<file path="config.mk">
export PLATFORM = sky130hd
export DESIGN_NAME = debounced_logic_gate
export DESIGN_NICKNAME = d
export VERILOG_FILES = /design/src/rtl/debounced_logic_gate.sv
export SDC_FILE = /design/constraint.sdc
export NUM_CORES = 1
export LEC_CHECK = 0
export CAP_MARGIN = 20
export CELL_PAD_IN_SITES_DETAIL_PLACEMENT = 2
export CELL_PAD_IN_SITES_GLOBAL_PLACEMENT = 2
export CORE_MARGIN = 2
export CORE_UTILIZATION = 38
export DETAILED_ROUTE_END_ITERATION = 12
export PLACE_DENSITY_LB_ADDON = 0.08
export RECOVER_POWER = 50
export SETUP_SLACK_MARGIN = 0.05
export SLEW_MARGIN = 20
export SYNTH_ARGS = -nofsm -noshare
export SYNTH_HDL_FRONTEND = slang
export SYNTH_SLANG_ARGS = --single-unit
</file>
<file path="constraint.sdc">
create_clock -name clk -period 2.3 [get_ports clk]
set_input_delay 0.23 -clock clk [delete_from_list [all_inputs] [get_ports clk]]
set_output_delay 0.23 -clock clk [all_outputs]
set_load 0.1 [all_outputs]
</file>
<file path="src/rtl/debounced_logic_gate.sv">
// Per-channel 2-FF synchroniser and debouncer feeding a runtime-selectable N-input gate (AND/OR/XOR/NAND).
// Define LOGIC_GATE_EDGE_COUNT_EN to add edge_count, a saturating count of out_gate rising edges.
module debounced_logic_gate #(
   parameter int N_INPUTS        = 3,
   parameter int DEBOUNCE_CYCLES = 1_000_000
) (
   input  logic                clk,
   input  logic                rst_n,
   input  logic [N_INPUTS-1:0] in_raw,
   input  logic [1:0]          mode,
   output logic [N_INPUTS-1:0] in_stable,
   output logic                out_gate,
   output logic                out_changed
`ifdef LOGIC_GATE_EDGE_COUNT_EN
   ,
   output logic [15:0]         edge_count
`endif
);

   localparam int               CNT_W    = $clog2(DEBOUNCE_CYCLES + 1);
   localparam logic [CNT_W-1:0] CNT_LAST = CNT_W'(DEBOUNCE_CYCLES - 1);

   localparam logic [1:0] MODE_AND  = 2'b00;
   localparam logic [1:0] MODE_OR   = 2'b01;
   localparam logic [1:0] MODE_XOR  = 2'b10;
   localparam logic [1:0] MODE_NAND = 2'b11;

   logic [N_INPUTS-1:0] sync1_q;
   logic [N_INPUTS-1:0] sync2_q;
   logic [N_INPUTS-1:0] stable_q;
   logic [N_INPUTS-1:0] stable_d;
   logic [CNT_W-1:0]    cnt_q [N_INPUTS];
   logic [CNT_W-1:0]    cnt_d [N_INPUTS];
   logic                gate_q;
   logic                gate_d;
   logic                changed_q;
   logic                changed_d;

   // A channel's counter only runs while its synchronised input disagrees with the accepted value.
   always_comb begin
      // NOTE: every signal written here gets a default first, so no path leaves it unassigned (no latch).
      stable_d = stable_q;
      for (int i = 0; i < N_INPUTS; i++) begin
         cnt_d[i] = '0;
         if (sync2_q[i] != stable_q[i]) begin
            if (cnt_q[i] == CNT_LAST) begin
               stable_d[i] = sync2_q[i];
            end else begin
               cnt_d[i] = cnt_q[i] + 1'b1;
            end
         end
      end
   end

   always_comb begin
      gate_d = 1'b0;
      unique case (mode)
         MODE_AND:  gate_d = &stable_q;
         MODE_OR:   gate_d = |stable_q;
         MODE_XOR:  gate_d = ^stable_q;
         MODE_NAND: gate_d = ~&stable_q;
         default:   gate_d = 1'b0;
      endcase
      changed_d = (gate_d != gate_q);
   end

   always_ff @(posedge clk) begin
      // NOTE: state registers use non-blocking assignments so every flop samples pre-edge values.
      if (!rst_n) begin
         sync1_q   <= '0;
         sync2_q   <= '0;
         stable_q  <= '0;
         gate_q    <= 1'b0;
         changed_q <= 1'b0;
         // NOTE: the counter array is reset too, so a debounce in progress is dropped by reset.
         for (int i = 0; i < N_INPUTS; i++) begin
            cnt_q[i] <= '0;
         end
      end else begin
         sync1_q   <= in_raw;
         sync2_q   <= sync1_q;
         stable_q  <= stable_d;
         gate_q    <= gate_d;
         changed_q <= changed_d;
         for (int i = 0; i < N_INPUTS; i++) begin
            cnt_q[i] <= cnt_d[i];
         end
      end
   end

   assign in_stable   = stable_q;
   assign out_gate    = gate_q;
   assign out_changed = changed_q;

`ifdef LOGIC_GATE_EDGE_COUNT_EN
   logic [15:0] edge_cnt_q;
   logic [15:0] edge_cnt_d;

   // Counts on the same edge that out_gate rises; holds at all-ones.
   always_comb begin
      edge_cnt_d = edge_cnt_q;
      if (gate_d && !gate_q && (edge_cnt_q != 16'hFFFF)) begin
         edge_cnt_d = edge_cnt_q + 16'd1;
      end
   end

   always_ff @(posedge clk) begin
      if (!rst_n) begin
         edge_cnt_q <= '0;
      end else begin
         edge_cnt_q <= edge_cnt_d;
      end
   end

   assign edge_count = edge_cnt_q;
`endif

endmodule

</file>
==> metrics.csv, run 1 <==
stage,metric,value,unit
routing,DRC,0,
synth,synthesized area,0.00315,mm2
sta,fmax,478,MHz
floorplan,total core area,0.00813,mm2
synth,most numerous cell in the Yosys netlist,dfxtp_1,
grt,vias in the first global route,2778,
floorplan,Die Ht,95.1,um
grt,Tot GR Track Use,0.189,
status,status,"complete, no violations",
layout,share of layout cells above drive strength 1,0.0711,
layout,area taken by multi-input logic gates,0.00161,mm2
layout,Final #Nets,388,
sta,unrepaired setup endpoints after global routing,false,
clocking,clock latency on the worst-skew pair,350,ps
synth,Post-synth top flop,dfxtp_1,
setup_path,CP max stage delay,630,ps
layout,FF+latch area,0.00142,mm2
sta,Max-Slew Margin vs Limit,0.216,
setup_path,"CP delay by family, top",simple AND/OR/NAND/NOR gates,
routing,vias after detailed routing,2629,
routing,DR vias/cell,5.42,
synth,sequential-to-total area share from yosys stat,0.451,
sta,Worst Tran Pin Value,1180,ps
setup_path,Startpoint Class,flop,
hold_path,Worst Hold Class,flop to flop,
setup_path,crit end category,flop,
layout,P&R area growth vs syn,12.5,%
sta,Clock Skews,7.20,ps
grt,first-pass GRT wire length,13300,um
grt,GR Overflow Total,0,
routing,DR WL/cell,15.8,um
synth,synth unique cells,36,
pwr,peak supply drop,309,uV
clocking,# resized after CTS,0,
clocking,number of post-CTS setup repair buffers,0,
clocking,total CTS buffers,9,
synth,"EDFF count, synth",0,
setup_path,"Critical Path, Cell by Cell","ha_1, nand2_1, or4_1, or4_1, a21oi_1",
routing,DR pass1 iterations,4,
setup_path,WP data arrival,2380,ps
routing,Antenna Violating Nets Remaining,0,
pwr,Pleak,0.00110,uW
clocking,"Reg clk slew, reported paths",70,ps
hold_path,min-delay src,sync1_q[2],
setup_path,Buf/Inv on CP,0,
pwr,Power Density,637,mW/mm2
synth,synth warn,0,
grt,antenna violations before repair,0,
setup_path,Crit path required time,2580,ps
setup_path,CP max-delay cell,or4_1,
place,GPL Wtd Cong,0.731,
synth,top post-synthesis cells by area,"dfxtp_1 (45%), xnor2_1 (5.8%), xor2_1 (5.3%)",
floorplan,starting density of the core,0.388,
grt,largest net degree at the start of global routing,21,
layout,FILL cells,931,
sta,final setup violation count,0,
sta,TNS Setup,0,ps
place,hpwl dp,5560,um
sta,min Tclk post-route,2090,ps
setup_path,CP startpoint,cnt_q[0][40],
routing,DRC marker count from the first detailed-route iteration,39,
synth,Post-Syn Instances,358,
pwr,total power,2260,uW
layout,n_diodes,0,
clocking,hold_buf cts,0,
clocking,clk buf depth,2,
place,I/O Buffers,11,
synth,ys async rst share,0,
sta,Final Hold Fails,0,
synth,top post-synthesis cells by count,"dfxtp_1 (71), nor2_1 (43), nand3_1 (24)",
routing,Post-Route WL,7650,um
floorplan,# IOs,12,
flow_run,max_cap viols,0,
setup_path,CP max FO,8,
synth,synthesis-stage register bit count,71,
floorplan,die area,0.00904,mm2
floorplan,num rows,33,
synth,share of the synthesized area in the top cell type,0.451,
setup_path,worst r2r src,cnt_q[0][40],
setup_path,crit-path most repeated cell,or4_1,
synth,"Net Count, Synth",370,
sta,Pins Over Slew Limit,0,
clocking,# clock sinks,71,
clocking,H-tree levels,3,
setup_path,critical path class,flop to flop,
floorplan,die width,95.1,um
clocking,clk root buf,clkbuf_8,
synth,biggest area consumer among synthesized cells,dfxtp_1,
synth,Syn Area/Cell,8.81,um2
clocking,CTS tree,done,
sta,Final Cycle Share,0.910,
-- final cells by class --
cell class              instances  share of cell area
repair buffers                 17              0.0367
clock inverters                 5              0.0141
well taps                     105              0.0371
flip-flops and latches         71               0.401
clock buffers                  10              0.0360
inverters                      20              0.0212
multi-input cells             257               0.454
-- layout by cell type, fill, tap and decap left out, types with 2 or more instances in the layout --
master / synthesis / routed
nor2_1: 43 / 43
and2_1: 8 / 4
ha_1: 5 / 5
or3_1: 11 / 11
inv_1: 20 / 20
nor4b_1: 4 / 4
or2_2: 2 / 2
nand4_1: 12 / 12
clkdlybuf4s50_1: 0 / 5
and4_1: 3 / 3
nor4_1: 5 / 5
clkbuf_8: 0 / 9
clkbuf_1: 8 / 5
and3_1: 8 / 8
o21a_1: 2 / 2
nor3b_1: 2 / 2
buf_4: 0 / 2
dfxtp_1: 71 / 71
clkbuf_2: 0 / 4
o211ai_1: 3 / 3
and2_0: 0 / 4
or4_1: 12 / 12
nor2b_1: 2 / 2
nor3_1: 9 / 9
xnor2_1: 21 / 21
o21ai_0: 10 / 10
clkinv_2: 0 / 4
o31ai_1: 9 / 9
nand3_1: 24 / 24
a21oi_1: 20 / 20
nand2_1: 13 / 13
xor2_1: 19 / 19
nand2b_1: 2 / 2
nand4b_1: 2 / 2
-- power by group --
part           total [uW]  switching [uW]  internal, uW
logic                57.3            36.8          20.5
registers            1240            5.02          1240
clock network         958             470           488
total                2260             512          1750
-- registers in the layout (all words and copies together) (netlist names) --
register     cells
cnt_q           60
out_gate         1
sync2_q          3
in_stable        3
sync1_q          3
out_changed      1
-- per-stage QoR --
step | setup slack, ps | cells | cell area [um2] | hold slack, ps | utilization
final | 207 | 485 | 3550 | 437 | 0.436
after global routing | 83.4 | 485 | 3550 | 452 | 0.436
after CTS | 207 | 485 | 3570 | 442 | 0.439
after detailed placement | 229 | 470 | 3390 | 423 | 0.417
after global placement | 284 | 470 | 3390 | 415 | 0.417
after floorplan | 160 | 358 | 3150 | 357 | -
-- metal layers --
metal | vias to the layer above | part of all wire | GRT usage
met4 | 0 | 0.012 | 0.0580
met5 | - | 0 | 0
li1 | 1298 | - | -
met2 | 17 | 0.52 | 0.339
met1 | 1304 | 0.45 | 0.224
met3 | 10 | 0.019 | 0.0403
-- cell families (layout without fill, tap and decap cells) --
| family | Yosys count | in the layout | share of synthesized area |
|---|---|---|---|
| compound gates | 47 | 47 | 0.0933 |
| xor+xnor | 40 | 40 | 0.111 |
| fa+ha+maj | 5 | 5 | 0.0198 |
| buf+inv | 30 | 52 | 0.0385 |
| flops | 71 | 71 | 0.451 |
| mux | 1 | 1 | 0.00317 |
| simple gates | 164 | 164 | 0.283 |
-- path summary, 6_finish.rpt --
check                           slack [ps]            to  cells past startpoint
worst max-delay path                   210  cnt_q[0][58]                      5
worst min-delay path                   440    sync2_q[2]                      1
worst max register to register         210  cnt_q[0][58]                      5
worst min register to register         440    sync2_q[2]                      1
-- worst register-to-register path: cells and delay by family (launching register included) --
| kind | cells | cell delay (ps) |
|---|---|---|
| fa+ha+maj | 1 | 240 |
| flops | 1 | 390 |
| simple gates | 3 | 1250 |
| compound gates | 1 | 140 |
No activity file was read; power rests on OpenSTA's default activity.
==> inputs of run 2 (changes only) <==
--- a/config.mk
+++ b/config.mk
@@ -8,6 +8,7 @@
 export CAP_MARGIN = 20
 export CELL_PAD_IN_SITES_DETAIL_PLACEMENT = 2
 export CELL_PAD_IN_SITES_GLOBAL_PLACEMENT = 2
+export CORE_ASPECT_RATIO = 2
 export CORE_MARGIN = 2
 export CORE_UTILIZATION = 38
 export DETAILED_ROUTE_END_ITERATION = 12
==> constraint.sdc (replaced) <==
create_clock -name clk -period 2.3 [get_ports clk]
set_input_delay 0.23 -clock clk [delete_from_list [all_inputs] [get_ports clk]]
set_output_delay 0.23 -clock clk [all_outputs]
set_load 0.01 [all_outputs]
==> metrics.csv, run 2 (synthesis results as in run 1) <==
stage,metric,value,unit
clocking,CTS tree,done,
routing,DRC,0,
layout,P&R area growth vs syn,18.9,%
clocking,"Reg clk slew, reported paths",60,ps
routing,DR vias/cell,5.54,
clocking,clk buf depth,2,
clocking,total CTS buffers,9,
status,status,"complete, no violations",
clocking,hold_buf cts,0,
sta,Clock Skews,4.49,ps
place,hpwl dp,6020,um
setup_path,critical path class,flop to flop,
place,DP Worst Slack,186,ps
routing,DR pass1 iterations,4,
floorplan,starting density of the core,0.386,
layout,Final #Nets,389,
layout,"Non-Filler Cell Area, Final",0.00375,mm2
layout,Biggest register,cnt_q,
sta,TNS Setup,0,ps
layout,post-layout util,0.459,
layout,share of layout cells above drive strength 1,0.0785,
grt,vias in the first global route,2995,
clocking,# clock sinks,71,
floorplan,# IOs,12,
sta,final hold slack,446,ps
layout,n_diodes,0,
sta,final setup violation count,0,
sta,Pins Over Slew Limit,0,
grt,GR Overflow Total,0,
grt,antenna violations before repair,0,
setup_path,CP startpoint,cnt_q[0][40],
routing,DRC marker count from the first detailed-route iteration,99,
place,GPL Wtd Cong,0.773,
setup_path,Startpoint Class,flop,
floorplan,total core area,0.00817,mm2
floorplan,die area,0.00909,mm2
grt,Tot GR Track Use,0.210,
layout,max FFs per register,60,
place,I/O Buffers,11,
pwr,Pleak,0.00121,uW
sta,Max-Slew Margin vs Limit,0.618,
routing,vias after detailed routing,2659,
routing,DR WL/cell,17.2,um
sta,Worst Tran Pin Value,571,ps
pwr,peak supply drop,406,uV
flow_run,max_cap viols,0,
sta,fmax,494,MHz
place,Placed Area,0.00340,mm2
hold_path,min-delay src,sync1_q[2],
sta,setup slack after layout,275,ps
floorplan,Die Ht,133,um
layout,most frequent cells in the layout,"dfxtp_1 (71), nor2_1 (43), nand3_1 (24), xnor2_1 (21)",
setup_path,WP data arrival,2300,ps
floorplan,num rows,47,
setup_path,crit end category,flop,
sta,Final Cycle Share,0.880,
pwr,Power Density,775,mW/mm2
routing,Antenna Violating Nets Remaining,0,
sta,min Tclk post-route,2020,ps
setup_path,CP max FO,8,
setup_path,worst r2r src,cnt_q[0][40],
setup_path,Crit path required time,2570,ps
floorplan,die width,68.4,um
clocking,# resized after CTS,0,
layout,"commonest non-fill, non-tap cell in the layout",dfxtp_1,
hold_path,Worst Hold Class,flop to flop,
sta,Final Hold Fails,0,
grt,first-pass GRT wire length,14200,um
clocking,clock latency on the worst-skew pair,340,ps
setup_path,reg2reg setup slack,280,ps
sta,unrepaired setup endpoints after global routing,false,
clocking,H-tree levels,3,
grt,largest net degree at the start of global routing,21,
clocking,number of post-CTS setup repair buffers,0,
routing,Post-Route WL,8230,um
clocking,clk root buf,clkbuf_16,
[run 2: final cells by class]
cell class / count / area, um2
Clock buffer: 10 / 239
Sequential cell: 71 / 1420
Multi-Input combinational cell: 257 / 1610
Tap cell: 98 / 123
Inverter: 20 / 75.1
Clock inverter: 6 / 108
Fill cell: 898 / 4420
Timing Repair Buffer: 18 / 170
[run 2: through the flow]
step           power (uW)  cells
2_1_floorplan        1290    358
3_3_place_gp         1320    464
3_5_place_dp         1320    464
4_1_cts              2950    480
5_1_grt              3000    480
6_report             2910    480
[run 2: layer usage]
metal | track usage | up-vias | wire [um] | part of all wire
met4 | 0.104 | 0 | 224 | 0.027
met3 | 0.0306 | 12 | 108 | 0.013
met1 | 0.195 | 1329 | 2770 | 0.34
met2 | 0.407 | 17 | 5130 | 0.62
met5 | 0 | - | 0 | 0
li1 | - | 1301 | - | -
[run 2: final timing paths]
| kind | end | cells past startpoint |
|---|---|---|
| setup / recovery | cnt_q[0][58] | 5 |
| hold / removal | sync2_q[2] | 1 |
| setup reg to reg | cnt_q[0][58] | 5 |
| hold reg to reg | sync2_q[2] | 1 |
[run 2: worst max-delay path, cell delays in order (launching register included)]
cell and delay, ps:
dfxtp_1 390, ha_1 260, nand2_1 110, or4_4 570
or4_1 490, a21oi_1 140
[run 2: where the power goes]
part / leakage [uW] / switching (uW) / total (uW) / internal [uW]
sequential: 0.000573 / 4.53 / 1240 / 1240
combinational: 0.000464 / 25.2 / 47.5 / 22.4
clock: 0.000168 / 533 / 1620 / 1080
==> RTL change 1: new RTL, flow settings as in run 1 <==
Set the parameter `DEBOUNCE_CYCLES` to 2_000_000 (it was 1_000_000).
--- a/src/rtl/debounced_logic_gate.sv
+++ b/src/rtl/debounced_logic_gate.sv
@@ -2,7 +2,7 @@
 // Define LOGIC_GATE_EDGE_COUNT_EN to add edge_count, a saturating count of out_gate rising edges.
 module debounced_logic_gate #(
    parameter int N_INPUTS        = 3,
-   parameter int DEBOUNCE_CYCLES = 1_000_000
+   parameter int DEBOUNCE_CYCLES = 2_000_000
 ) (
    input  logic                clk,
    input  logic                rst_n,
Formal check against the unedited RTL: no difference found for any inputs over 10 cycles, from zero or initial values and one cycle with rst_n low; that may be too few to reach the edited logic, so the function may still have changed.
==> RTL change 1 against run 1 <==
Die area up 4.0%. Largest power group unchanged. Area after synthesis up 4.2%. Global-route usage barely moved. Clock power rose by 17%. Setup slack worse by 53 ps. Count of clock-buffer cells in the layout rose by 1. Design area increased by 4.9%. Sequential cell count up 3. Critical path type unchanged. Fmax shrank 2.5%. Wire length grew 8.2%. Power up 9.5%. Critical path depth did not move.
==> RTL change 1: results (changes against run 1) <==
* Hold Worst Slack at 439 ps (+1.95 ps)
* GRT Overall Usage at 0.189 (about the same)
* Crit path from: cnt_q[0][21]$_SDFF_PP0_
* Synth Warn # at 0 (unchanged)
* Largest register FFs at 63 (+5.0%)
* Pre-CTS setup slack at 195 ps (-34.5 ps)
* Routed WL per cell at 16.6 um (+5.4%)
* Worst setup path endpoint: cnt_q[0][41]$_SDFF_PP0_
* Syn_area_per_cell at 8.83 um2 (+0.25%)
* PortBufs at 11 (unchanged)
* Synth top cells by count: dfxtp_1, nor2_1, a21oi_1
* Status: finished clean
* Sequential-to-total area share from yosys stat at 0.451 (about the same)
* HPWL Detailed at 5.94 mm (+6.9%)
* Postcts setup bufs at 0 (unchanged)
* Sw frac at 0.212 (-0.0147)
* Ranking of synthesized cells by area: dfxtp_1, xor2_1, nor2_1, a21oi_1, nand4_1
* FF-to-FF Start: cnt_q[0][21]$_SDFF_PP0_
* Ys async rst share at 0 (unchanged)
* Hold Path Sink: cnt_q[0][0]$_SDFF_PP0_
* Fmax at 466 MHz (-2.5%)
* Distinct cells, synth at 38 (+5.6%)
* Biggest register: cnt_q
* Reg2reg path depth at 5 (unchanged)
* Static Leak at 1.17 nW (+6.5%)
* Syn Nets at 384 (+3.8%)
* Nets at 401 (+3.4%)
* Layout cells sized above 1 at 0.0738 (+0.00274)
* Vias at 2,741 (+4.3%)
* Placed cell count at 483 (+2.8%)
* Vias in the first global route at 2,995 (+7.8%)
* DP Area at 0.00353 mm2 (+3.9%)
* Crit path DAT at 2440 ps (+60 ps)
* Tightest Pin Transition at 1180 ps (-4.50 ps)
* Hold Path Class: flop to flop
* RePlAce Congestion at 0.729 (-0.29%)
* Clock buffer depth at 2 (unchanged)
* CTS root buf: clkbuf_8
* Crit-path max FO at 8 (unchanged)
* Worst hold start: cnt_q[0][0]$_SDFF_PP0_
* Top_reg_cell synth: dfxtp_1
* Largest net degree at the start of global routing at 22 (+4.8%)
* Drt first-iter violations at 79 (+100%)
* Worst VDD drop at 0.000300 V (-2.9%)
* Largest stage delay, worst path at 660 ps (+30 ps)
* Final std cells w/o fill at 498 (+2.7%)
* Worst Clk Skew at 12.8 ps (+5.56 ps)
* First-pass GRT wire length at 14.7 mm (+10%)
RTL change 1: cell count changes in the layout (fill, tap and decap cells not counted), sizes merged, moves of 6 or more:
| cell | change |
|---|---|
| a21oi | +7 |
| inv | -6 |
| nand3 | -6 |
| nand4 | +9 |
| nor3 | -7 |
| o21ai | +9 |
| or3 | +8 |
| xnor2 | -9 |
RTL change 1: worst max-delay path: cells and delay by family (launching register included):
| family | cells | cell delay [ps] |
|---|---|---|
| AO/OA/AOI/OAI | 1 | 140 |
| adder cells (fa/ha/maj) | 1 | 300 |
| flip-flops | 1 | 400 |
| AND/OR/NAND/NOR | 3 | 1260 |
RTL change 1: final cells by class:
| cell class | count | area, um2 |
|---|---|---|
| clock buffers | 11 | 141 |
| clock inverters | 4 | 76.3 |
| fillers | 930 | 4580 |
| inverters | 14 | 52.6 |
| multi-input cells | 270 | 1680 |
| flip-flops and latches | 74 | 1480 |
| well taps | 105 | 131 |
| repair buffers | 20 | 153 |
RTL change 1: power groups by stage:
stage	registers, mW	logic, mW	clock network (mW)
3_5_place_dp	1.32	0.0616	0
2_1_floorplan	1.33	0.0228	0
6_report	1.29	0.0578	1.12
3_3_place_gp	1.32	0.0598	0
5_1_grt	1.29	0.0629	1.21
4_1_cts	1.29	0.0617	1.15
RTL change 1: routing by layer:
layer | share of wire | vias to the layer above | track usage
met3 | 0.015 | 12 | 0.0267
met2 | 0.51 | 24 | 0.335
met4 | 0.015 | 0 | 0.0683
met5 | 0 | - | 0
met1 | 0.46 | 1345 | 0.231
li1 | - | 1360 | -
RTL change 1: logic make-up after synthesis:
family / share of synthesized area
AND/OR/NAND/NOR: 0.288
adder cells (fa/ha/maj): 0.0190
flip-flops: 0.451
XOR/XNOR: 0.0960
multiplexers: 0.00305
buffers and inverters: 0.0366
AO/OA/AOI/OAI: 0.107
==> RTL change 2: new RTL, flow settings as in run 1 <==
Made on the original files. Put one more register stage on the output `in_stable`, with the module's reset. The value now appears one clock later. The other outputs are not delayed to match.
--- a/src/rtl/debounced_logic_gate.sv
+++ b/src/rtl/debounced_logic_gate.sv
@@ -88,7 +88,13 @@
       end
    end
 
-   assign in_stable   = stable_q;
+   always_ff @(posedge clk) begin
+      if (!rst_n) begin
+         in_stable <= '0;
+      end else begin
+         in_stable <= stable_q;
+      end
+   end
    assign out_gate    = gate_q;
    assign out_changed = changed_q;
 
Function: same outputs for any inputs over 10 cycles, from zero or initial values and one cycle with rst_n low; that may be too few to reach the edited logic, so the function may still have changed.
==> RTL change 2 against run 1 <==
Via count is 3.5% higher. Wire length increased by 3.7%. Sequential power grew 4%. Combinational power shrank 3%. Non-clock buffer count down 2. Design area is 3.2% higher. Power up 9.4%. First-iteration DRC count is 31% lower. Setup slack better by 230 ps. Clock power is 17% higher. Area after synthesis grew 3.1%. Sequential cell count grew 3. Critical path type unchanged. Critical endpoint is now cnt_q[0][31]$_SDFF_PP0_.
==> RTL change 2: results (changes against run 1) <==
* Nets at 396 (+2.1%)
* Synth top cells by count: dfxtp_1, nor2_1, nand3_1
* PortBufs at 11 (unchanged)
* Ranking of synthesized cells by area: dfxtp_1, xor2_1, nor2_1, xnor2_1, nand3_1
* DRT Pass-1 Iters at 6 (+2)
* Clock latency on the worst-skew pair at 350 ps (about the same)
* Status: finished clean
* Postcts setup bufs at 0 (unchanged)
* First-pass GRT wire length at 13.3 mm (+0.41%)
* Largest register FFs at 60 (unchanged)
* Reg2reg setup slack at 440 ps (+230 ps)
* CTS Buf Count at 9 (unchanged)
* CTS root buf: clkbuf_8
* Top_reg_cell synth: dfxtp_1
* Synth Warn # at 0 (unchanged)
* Layout cells sized above 1 at 0.0668 (-0.00421)
* Biggest register: cnt_q
* HPWL Detailed at 5.68 mm (+2.2%)
* Largest net degree at the start of global routing at 20 (-4.8%)
* Clock buffer depth at 2 (unchanged)
* Slew Limit Headroom at 0.224 (+0.00887)
* Crit path from: cnt_q[0][20]$_SDFF_PP0_
* Hold path depth at 1 (unchanged)
* Drt first-iter violations at 27 (-31%)
* Routed wire length at 7.94 mm (+3.7%)
* Reg2Reg Capture Point: cnt_q[0][31]$_SDFF_PP0_
* Syn Nets at 377 (+1.9%)
* Static Leak at 1.17 nW (+5.7%)
* Crit-path max FO at 19 (+11)
* Worst hold start: sync1_q[0]$_SDFF_PN0_
* PostCTS Resize Cnt at 0 (unchanged)
* Antenna Cells at 0 (unchanged)
* RePlAce Congestion at 0.750 (+2.6%)
* Sequential-to-total area share from yosys stat at 0.456 (+0.00512)
* H-tree depth at 3 (unchanged)
* GRT Overall Usage at 0.186 (-0.00287)
* DR vias/cell at 5.51 (+1.6%)
* Worst setup path endpoint: cnt_q[0][31]$_SDFF_PP0_
* Ys async rst share at 0 (unchanged)
* Initial antenna violation count at 0 (unchanged)
* Vias in the first global route at 2,736 (-1.5%)
* Clock transition at path regs at ~80 ps
* Reg2reg path depth at 6 (+1)
* Worst VDD drop at 0.000284 V (-8.2%)
* Worst Clk Skew at 9.20 ps (+2.00 ps)
* Distinct cells, synth at 36 (unchanged)
* Hold Path Class: flop to flop
==> RTL change 2: worst min path at each step <==
stage | end | slack, ps
2_1_floorplan | sync1_q[0]$_SDFF_PN0_ | 360
3_3_place_gp | sync2_q[2]$_SDFF_PN0_ | 410
3_5_place_dp | sync2_q[0]$_SDFF_PN0_ | 420
4_1_cts | sync2_q[0]$_SDFF_PN0_ | 440
5_1_grt | sync1_q[1]$_SDFF_PN0_ | 440
6_report | sync2_q[0]$_SDFF_PN0_ | 440
==> RTL change 2: cell families (layout without fill, tap and decap cells) <==
logic type	Yosys count	after routing	share of synthesized area
AO/OA/AOI/OAI	49	49	0.0901
XOR/XNOR	39	39	0.105
adder cells (fa/ha/maj)	5	5	0.0193
buffers and inverters	19	43	0.0227
flip-flops	74	74	0.456
multiplexers	1	1	0.00308
AND/OR/NAND/NOR	178	178	0.304
==> RTL change 2: metrics by stage <==
step / hold WS (ps) / instances / cell area [um2] / setup WS, ps
final: 436 / 494 / 3660 / 438
after global routing: 445 / 494 / 3660 / 218
after CTS: 441 / 494 / 3700 / 442
after detailed placement: 421 / 478 / 3480 / 454
after global placement: 414 / 478 / 3480 / 521
after floorplan: 357 / 365 / 3250 / 572
==> RTL change 2: final cells by class <==
| class | instances | area, um2 |
|---|---|---|
| clock inverters | 6 | 91.3 |
| well taps | 105 | 131 |
| fillers | 937 | 4600 |
| clock buffers | 10 | 128 |
| repair buffers | 15 | 100 |
| inverters | 12 | 45.0 |
| flip-flops and latches | 74 | 1480 |
| multi-input cells | 272 | 1680 |
==> RTL change 2: report_power, final <==
part / internal (mW) / switching, mW
Clock: 0.615 / 0.505
Sequential: 1.29 / 0.00455
Combinational: 0.0193 / 0.0360
Total: 1.92 / 0.546
==> RTL change 2: routing by layer <==
metal | share of wire | track usage
met5 | 0 | 0
met4 | 0.014 | 0.0563
met3 | 0.021 | 0.0396
met2 | 0.49 | 0.321
met1 | 0.47 | 0.232
==> RTL change 2: critical path: stages (launching register included) <==
cell	delay, ps
dfxtp_1	370
ha_1	240
and4_1	310
nand2_1	150
o211ai_1	190
clkbuf_2	380
nor2_1	90
